===== src/rtl/result_compactor.sv =====
// Result compactor: folds kernel output stream words down to OUT_W bits and
// either forwards every folded beat (MODE 0) or emits one signature per run (MODE 1).
module result_compactor #(
  parameter int NUM_CH = 1,
  parameter int DATA_W = 32,
  parameter int OUT_W  = 4,
  parameter int MODE   = 0,
  parameter int CNT_W  = 16
) (
  input  logic                     ap_clk,
  input  logic                     ap_rst_n,
  input  logic                     ap_start,
  input  logic                     ap_done,
  input  logic [NUM_CH*DATA_W-1:0] in_data,
  input  logic [NUM_CH-1:0]        in_write,
  output logic [OUT_W-1:0]         data_out,
  output logic                     data_valid,
  output logic [CNT_W-1:0]         beat_cnt,
  output logic                     overflow
);

  localparam int SLICES = DATA_W / OUT_W;
  localparam bit SIG_MODE = (MODE != 0);

  typedef enum logic [1:0] {IDLE, RUN, DRAIN, EMIT} state_t;

  function automatic logic [OUT_W-1:0] fold_word(input logic [DATA_W-1:0] w);
    logic [OUT_W-1:0] acc;
    acc = '0;
    for (int i = 0; i < SLICES; i++) begin
      acc = acc ^ w[i*OUT_W +: OUT_W];
    end
    return acc;
  endfunction

  function automatic logic [OUT_W-1:0] rotl1(input logic [OUT_W-1:0] s);
    return {s[OUT_W-2:0], s[OUT_W-1]};
  endfunction

  function automatic logic [CNT_W-1:0] sat_inc(input logic [CNT_W-1:0] c);
    return (&c) ? c : c + CNT_W'(1);
  endfunction

  state_t             state_q, state_d;
  logic               start_q;
  logic               start_rise;
  logic               run_start;
  logic               gate;
  logic [NUM_CH-1:0]  wr_p0;
  logic [OUT_W-1:0]   fold_p0;
  logic               vld_p0;
  logic [OUT_W-1:0]   fold_p1;
  logic               vld_p1;
  logic [OUT_W-1:0]   sig;

  assign start_rise = ap_start & ~start_q;
  // In signature mode a start edge only counts while the FSM is waiting for one.
  assign run_start  = SIG_MODE ? (start_rise && state_q == IDLE) : start_rise;
  assign gate       = SIG_MODE ? (state_q == RUN) : 1'b1;

  always_comb begin
    wr_p0   = in_write & {NUM_CH{gate}};
    fold_p0 = '0;
    for (int c = 0; c < NUM_CH; c++) begin
      if (wr_p0[c]) fold_p0 = fold_p0 ^ fold_word(in_data[c*DATA_W +: DATA_W]);
    end
    vld_p0 = |wr_p0;
  end

  always_comb begin
    state_d = state_q;
    case (state_q)
      IDLE:    if (start_rise) state_d = RUN;
      RUN:     if (ap_done)    state_d = DRAIN;
      DRAIN:   state_d = EMIT;
      EMIT:    state_d = IDLE;
      default: state_d = IDLE;
    endcase
  end

  always_ff @(posedge ap_clk or negedge ap_rst_n) begin
    if (!ap_rst_n) begin
      state_q <= IDLE;
      start_q <= 1'b0;
    end else begin
      state_q <= SIG_MODE ? state_d : IDLE;
      start_q <= ap_start;
    end
  end

  // ---- stage p0 -> p1: folded beat ----
  always_ff @(posedge ap_clk or negedge ap_rst_n) begin
    if (!ap_rst_n) begin
      fold_p1 <= '0;
      vld_p1  <= 1'b0;
    end else begin
      fold_p1 <= fold_p0;
      vld_p1  <= vld_p0;
    end
  end

  always_ff @(posedge ap_clk or negedge ap_rst_n) begin
    if (!ap_rst_n) begin
      beat_cnt <= '0;
      overflow <= 1'b0;
    end else if (run_start) begin
      beat_cnt <= '0;
      overflow <= 1'b0;
    end else if (vld_p1) begin
      beat_cnt <= sat_inc(beat_cnt);
      if (&beat_cnt) overflow <= 1'b1;
    end
  end

  // The DRAIN cycle absorbs a beat written together with ap_done.
  always_ff @(posedge ap_clk or negedge ap_rst_n) begin
    if (!ap_rst_n) begin
      sig <= '0;
    end else if (run_start) begin
      sig <= '0;
    end else if (vld_p1 && (state_q == RUN || state_q == DRAIN)) begin
      sig <= rotl1(sig) ^ fold_p1;
    end
  end

  // ---- stage p1 -> p2: output register ----
  always_ff @(posedge ap_clk or negedge ap_rst_n) begin
    if (!ap_rst_n) begin
      data_out   <= '0;
      data_valid <= 1'b0;
    end else if (SIG_MODE) begin
      data_out   <= (state_q == EMIT) ? sig : '0;
      data_valid <= (state_q == EMIT);
    end else begin
      data_out   <= fold_p1;
      data_valid <= vld_p1;
    end
  end

endmodule


===== config.mk =====
export PLATFORM = sky130hd
export DESIGN_NAME = result_compactor
export DESIGN_NICKNAME = d
export VERILOG_FILES = /design/src/rtl/result_compactor.sv
export SDC_FILE = /design/constraint.sdc
export NUM_CORES = 1
export LEC_CHECK = 0
export CORE_ASPECT_RATIO = 1.75
export CORE_MARGIN = 2
export CORE_UTILIZATION = 40
export DETAILED_ROUTE_END_ITERATION = 7
export GPL_ROUTABILITY_DRIVEN = 0
export PLACE_DENSITY = 0.74
export SETUP_SLACK_MARGIN = 0.4
export SLEW_MARGIN = 20
export SYNTH_ARGS = -nofsm -noshare
export SYNTH_HDL_FRONTEND = slang
export SYNTH_SLANG_ARGS = --single-unit

===== constraint.sdc =====
create_clock -name ap_clk -period 1.9 [get_ports ap_clk]
set_input_delay 0.38 -clock ap_clk [delete_from_list [all_inputs] [get_ports ap_clk]]
set_output_delay 0.38 -clock ap_clk [all_outputs]
set_load 0.01 [all_outputs]

Yosys cells after proc, flatten, opt, wreduce, memory -nomap -nowiden
Cells that the tools add are included.

Reduce and logical (&&, ||, !) cells: 5. Bitwise operators: 9. Equal/unequal tests: 1. Mux-type cells: 7. Add/sub/neg operators: 1.

Operator list (count): 16-bit 2-to-1 mux (3); 4-bit XOR (7); 16-bit by 1-bit adder with 16-bit output (second input constant) (1); 16-bit AND reduction (1); 4-bit 2-to-1 mux (1); 2-bit AND reduction (2); 2-bit nonzero test (2); 1-bit 2-to-1 mux (3); 2-bit inequality test (second input constant) (1); 1-bit AND (1); 1-bit NOT (1).

Input port bits: 37. Logic and storage cells: 30. Register bits after elaboration: 28. Output and inout bits: 22.

Longest topological paths before layout
Depth in word-level cells: 8. Depth in mapped cells: 5. Mapped depth without buffers: 5.

Least setup slack after synthesis
OpenSTA, ideal clock, no wires.

Path kind: reg-to-reg. From: register beat_cnt[0]. To: register beat_cnt[13]. Setup time: 0.077 ns. Clock period less this slack: 1.693 ns. Arrival: 1.615 ns. Required time: 1.823 ns. Cell stages (with the launch flop): 6. Path buffers: 0. Path slack: 0.207 ns. Path through: dfrtp_1 > ha_1 > and4_1 > and2_2 > or4_1 > a21oi_1.

Word-level cells in the longest chain between the ends: 4. Elaborated cells between the ends (all ways): 7. Those cells by class: add/sub: 1; eq/ne: 1; mux: 3; reduce/logical: 2.

RTL lines: from (decl) (RTL line 18) `output logic [CNT_W-1:0] beat_cnt,`; from (signal assigned) (RTL line 110) `beat_cnt <= sat_inc(beat_cnt);`; 16-bit by 1-bit adder with 16-bit output (RTL line 41) `return (&c) ? c : c + CNT_W'(1);`; 16-bit 2-to-1 mux (RTL line 41); 16-bit 2-to-1 mux (RTL line 109) `end else if (vld_p1) begin`; 16-bit 2-to-1 mux (RTL line 106) `end else if (run_start) begin`.

Several ways; a longest one is shown, not always the timed one. The select of a mux whose other input is x is not followed. A chain may end at the register's enable or synchronous reset.

Final worst setup path
From: register beat_cnt[1]. To: register beat_cnt[13].

Same word-level chain as after synthesis.

==> out/results.ini <==
[drt]
vias_per_cell=5.56
drtIter0Drc=30
drtPass1Iterations=4
ant_nets=0
drc=0
vias=1624
finalWirelength_um=4870
wire_per_inst_um=16.7

[setup_path]
crit_chain=ha_4 > and4_4 > and2_4 > or4_1 > a21oi_1
critPathSlowestCell=dfrtp_2
timing.rr.end=beat_cnt[13]
cp.depth=5
crit_path_start=beat_cnt[1]
cp_top_family=simple AND/OR/NAND/NOR gates
r2r-start=beat_cnt[1]
r2r_slack_ps=280
reg2reg_depth=5
startpoint_type=flop
critPathCapture=beat_cnt[13]
cp_max_fo=5
arrival_ps=1840
slowest_delay_ps=460
critPathBufInv=0
endpoint_kind=flop
crit_type=flop to flop
crit_required_ps=2120

[clock_network]
cts_max_level=1
cts.sinks=28
cts_tree=built
insertion_delay_ps=290
cts_buffers=3
clockBufferDepth=2
clkSlewWorstSetupHoldPaths_ps=100
cts-root-buf=clkbuf_8

[grt]
grt_pass1_wl_um=7130
grtUsageMet3=0.0328
grt_max_degree=29
grt-ovfl-total=0
use_met2=0.409
grt_usage=0.213
busiest_layer=met2
gr-usage-met1=0.211
antenna_found_initial=0
grt_pass1_vias=1637

[die]
fp.coreArea_um2=3660
die_w_um=51.0
pin_count=59
die_area_um2=4400
initial_core_util=0.422
chipHeight_um=86.3
rows=29

[logic_synthesis]
synthArstFlopShare=1.00
syn_area_um2=1550
yosysWarnings=0
postSynthAreaPerCell_um2=10.5
syn_nets=185
yosysSeqAreaShare=0.453
synth.area.top_cells=dfrtp_1, xnor2_1, and4_1
ys_ff_latch=28
yosysTopAreaCellShare=0.453
synth_top_area_cell=dfrtp_1
synth.distinct_cells=37
synthCells=147
synth_edf_count=0
synth_ff_type=dfrtp_1

[layout]
nets=285
mostFrequentLayoutCells=buf_4, clkdlybuf4s50_1, xnor2_1
area_growth_pct=75.3
nFillCells=258
diodes=0
drive_gt1_frac=0.354
layoutNonFillerInstCount=292
design_area_um2=2710
final_common_cell=buf_4

[place]
hpwl_um=3000
place_area_um2=2210
dp_cells=252
io_buffer_count=57

[power_and_ir_drop]
ir_drop_v=0.000484
leakage_uw=0.00122
powerDensity_nw_per_um2=616
total_power_uw=1670

[sta]
finClkSkew_ps=2.27
timing.final.crit_share=0.852
slew_headroom=0.730
fin_tns_setup_ps=0
fmax_mhz=618
rsz0062_at_grt=true
final_max_slew_viol_count=0
hold_violations=0
hold_slack_ps=363
period_needed_ps=1620
setup_viol=0
max_slew.worst_pin.slew_ps=405

[worst_hold_path]
holdCritPathClass=flop to flop
hp-start=fold_p1[2]
holdPathStages=0

[run]
drv_cap=0

[status]
status=complete, no violations

[per-stage QoR]
stage | worst slack (ps) | utilization
6_report | 282 | 0.741
5_1_grt | 241 | 0.741
4_1_cts | 293 | 0.679
3_5_place_dp | -150 | 0.604
3_3_place_gp | -97.7 | 0.604
2_1_floorplan | 321 | -
[cell type report]
cell class                 instances  area (µm²)  area share
sequential                        28         712       0.262
timing repair buffer              98         860       0.317
multi-input combinational        112         998       0.368
clock buffer                       3        41.3      0.0152
clock inverter                     1        30.0      0.0111
tap                               46        57.6      0.0212
inverter                           4        15.0     0.00553
[synthesized netlist by cell type (all sizes together) (2+ instances only)]
library cell   n
xor2           4
and2           7
o41ai          4
nor2b          2
nand3          5
dfrtp         28
inv            4
nand2          9
and4           6
nor2           7
buf            2
mux2i          2
or4            2
o311ai         4
a41oi          2
nand2b         2
a21oi          8
nor3           3
o21ai          3
xnor2         25
nand4          6
[metal layers]
metal / routed length, µm / up-vias
li1: - / 736
met1: 1680 / 787
met2: 2760 / 89
met3: 315 / 12
met4: 110 / 0
met5: 0 / -
[logic make-up (layout without fill, tap and decap cells)]
| group | Yosys count | in the layout | synth area share |
|---|---|---|---|
| simple gates | 52 | 52 | 0.193 |
| xor+xnor | 29 | 29 | 0.164 |
| compound gates | 28 | 28 | 0.145 |
| flops | 28 | 28 | 0.453 |
| buf+inv | 7 | 106 | 0.0242 |
| mux | 2 | 2 | 0.0129 |
| fa+ha+maj | 1 | 1 | 0.00808 |
[how the worst min path moves through the flow]
| stage | slack (ps) | end |
|---|---|---|
| floorplan | 80 | beat_cnt[0] |
| global placement | 340 | data_out[2] |
| detailed placement | 340 | data_out[3] |
| CTS | 370 | data_out[2] |
| global route | 370 | data_out[2] |
| finish | 360 | data_out[2] |
[power by group]
group / switching (µW) / leakage [µW] / internal (µW) / total [µW]
Clock: 206 / 0.0000357 / 283 / 489
Combinational: 190 / 0.000825 / 284 / 474
Sequential: 47.3 / 0.000358 / 662 / 709
Total: 443 / 0.00122 / 1230 / 1670
[flip-flops by register name (all words and copies together) (netlist names)]
name	count
data_valid	1
start_q	1
beat_cnt	16
overflow	1
vld_p1	1
data_out	4
fold_p1	4
[repair_timing]
action	4_1_cts	5_1_grt
resized for setup	43	31
endpoints found under the setup margin	35	16
buffers inserted	20	16
pin swaps	3	11
hold buffers	0	0
[worst register-to-register path, stage by stage (launching register included)]
cell,delay (ps)
dfrtp_2,460
ha_4,190
and4_4,190
and2_4,190
or4_1,400
a21oi_1,130
Power figures use the tool's default switching activity.
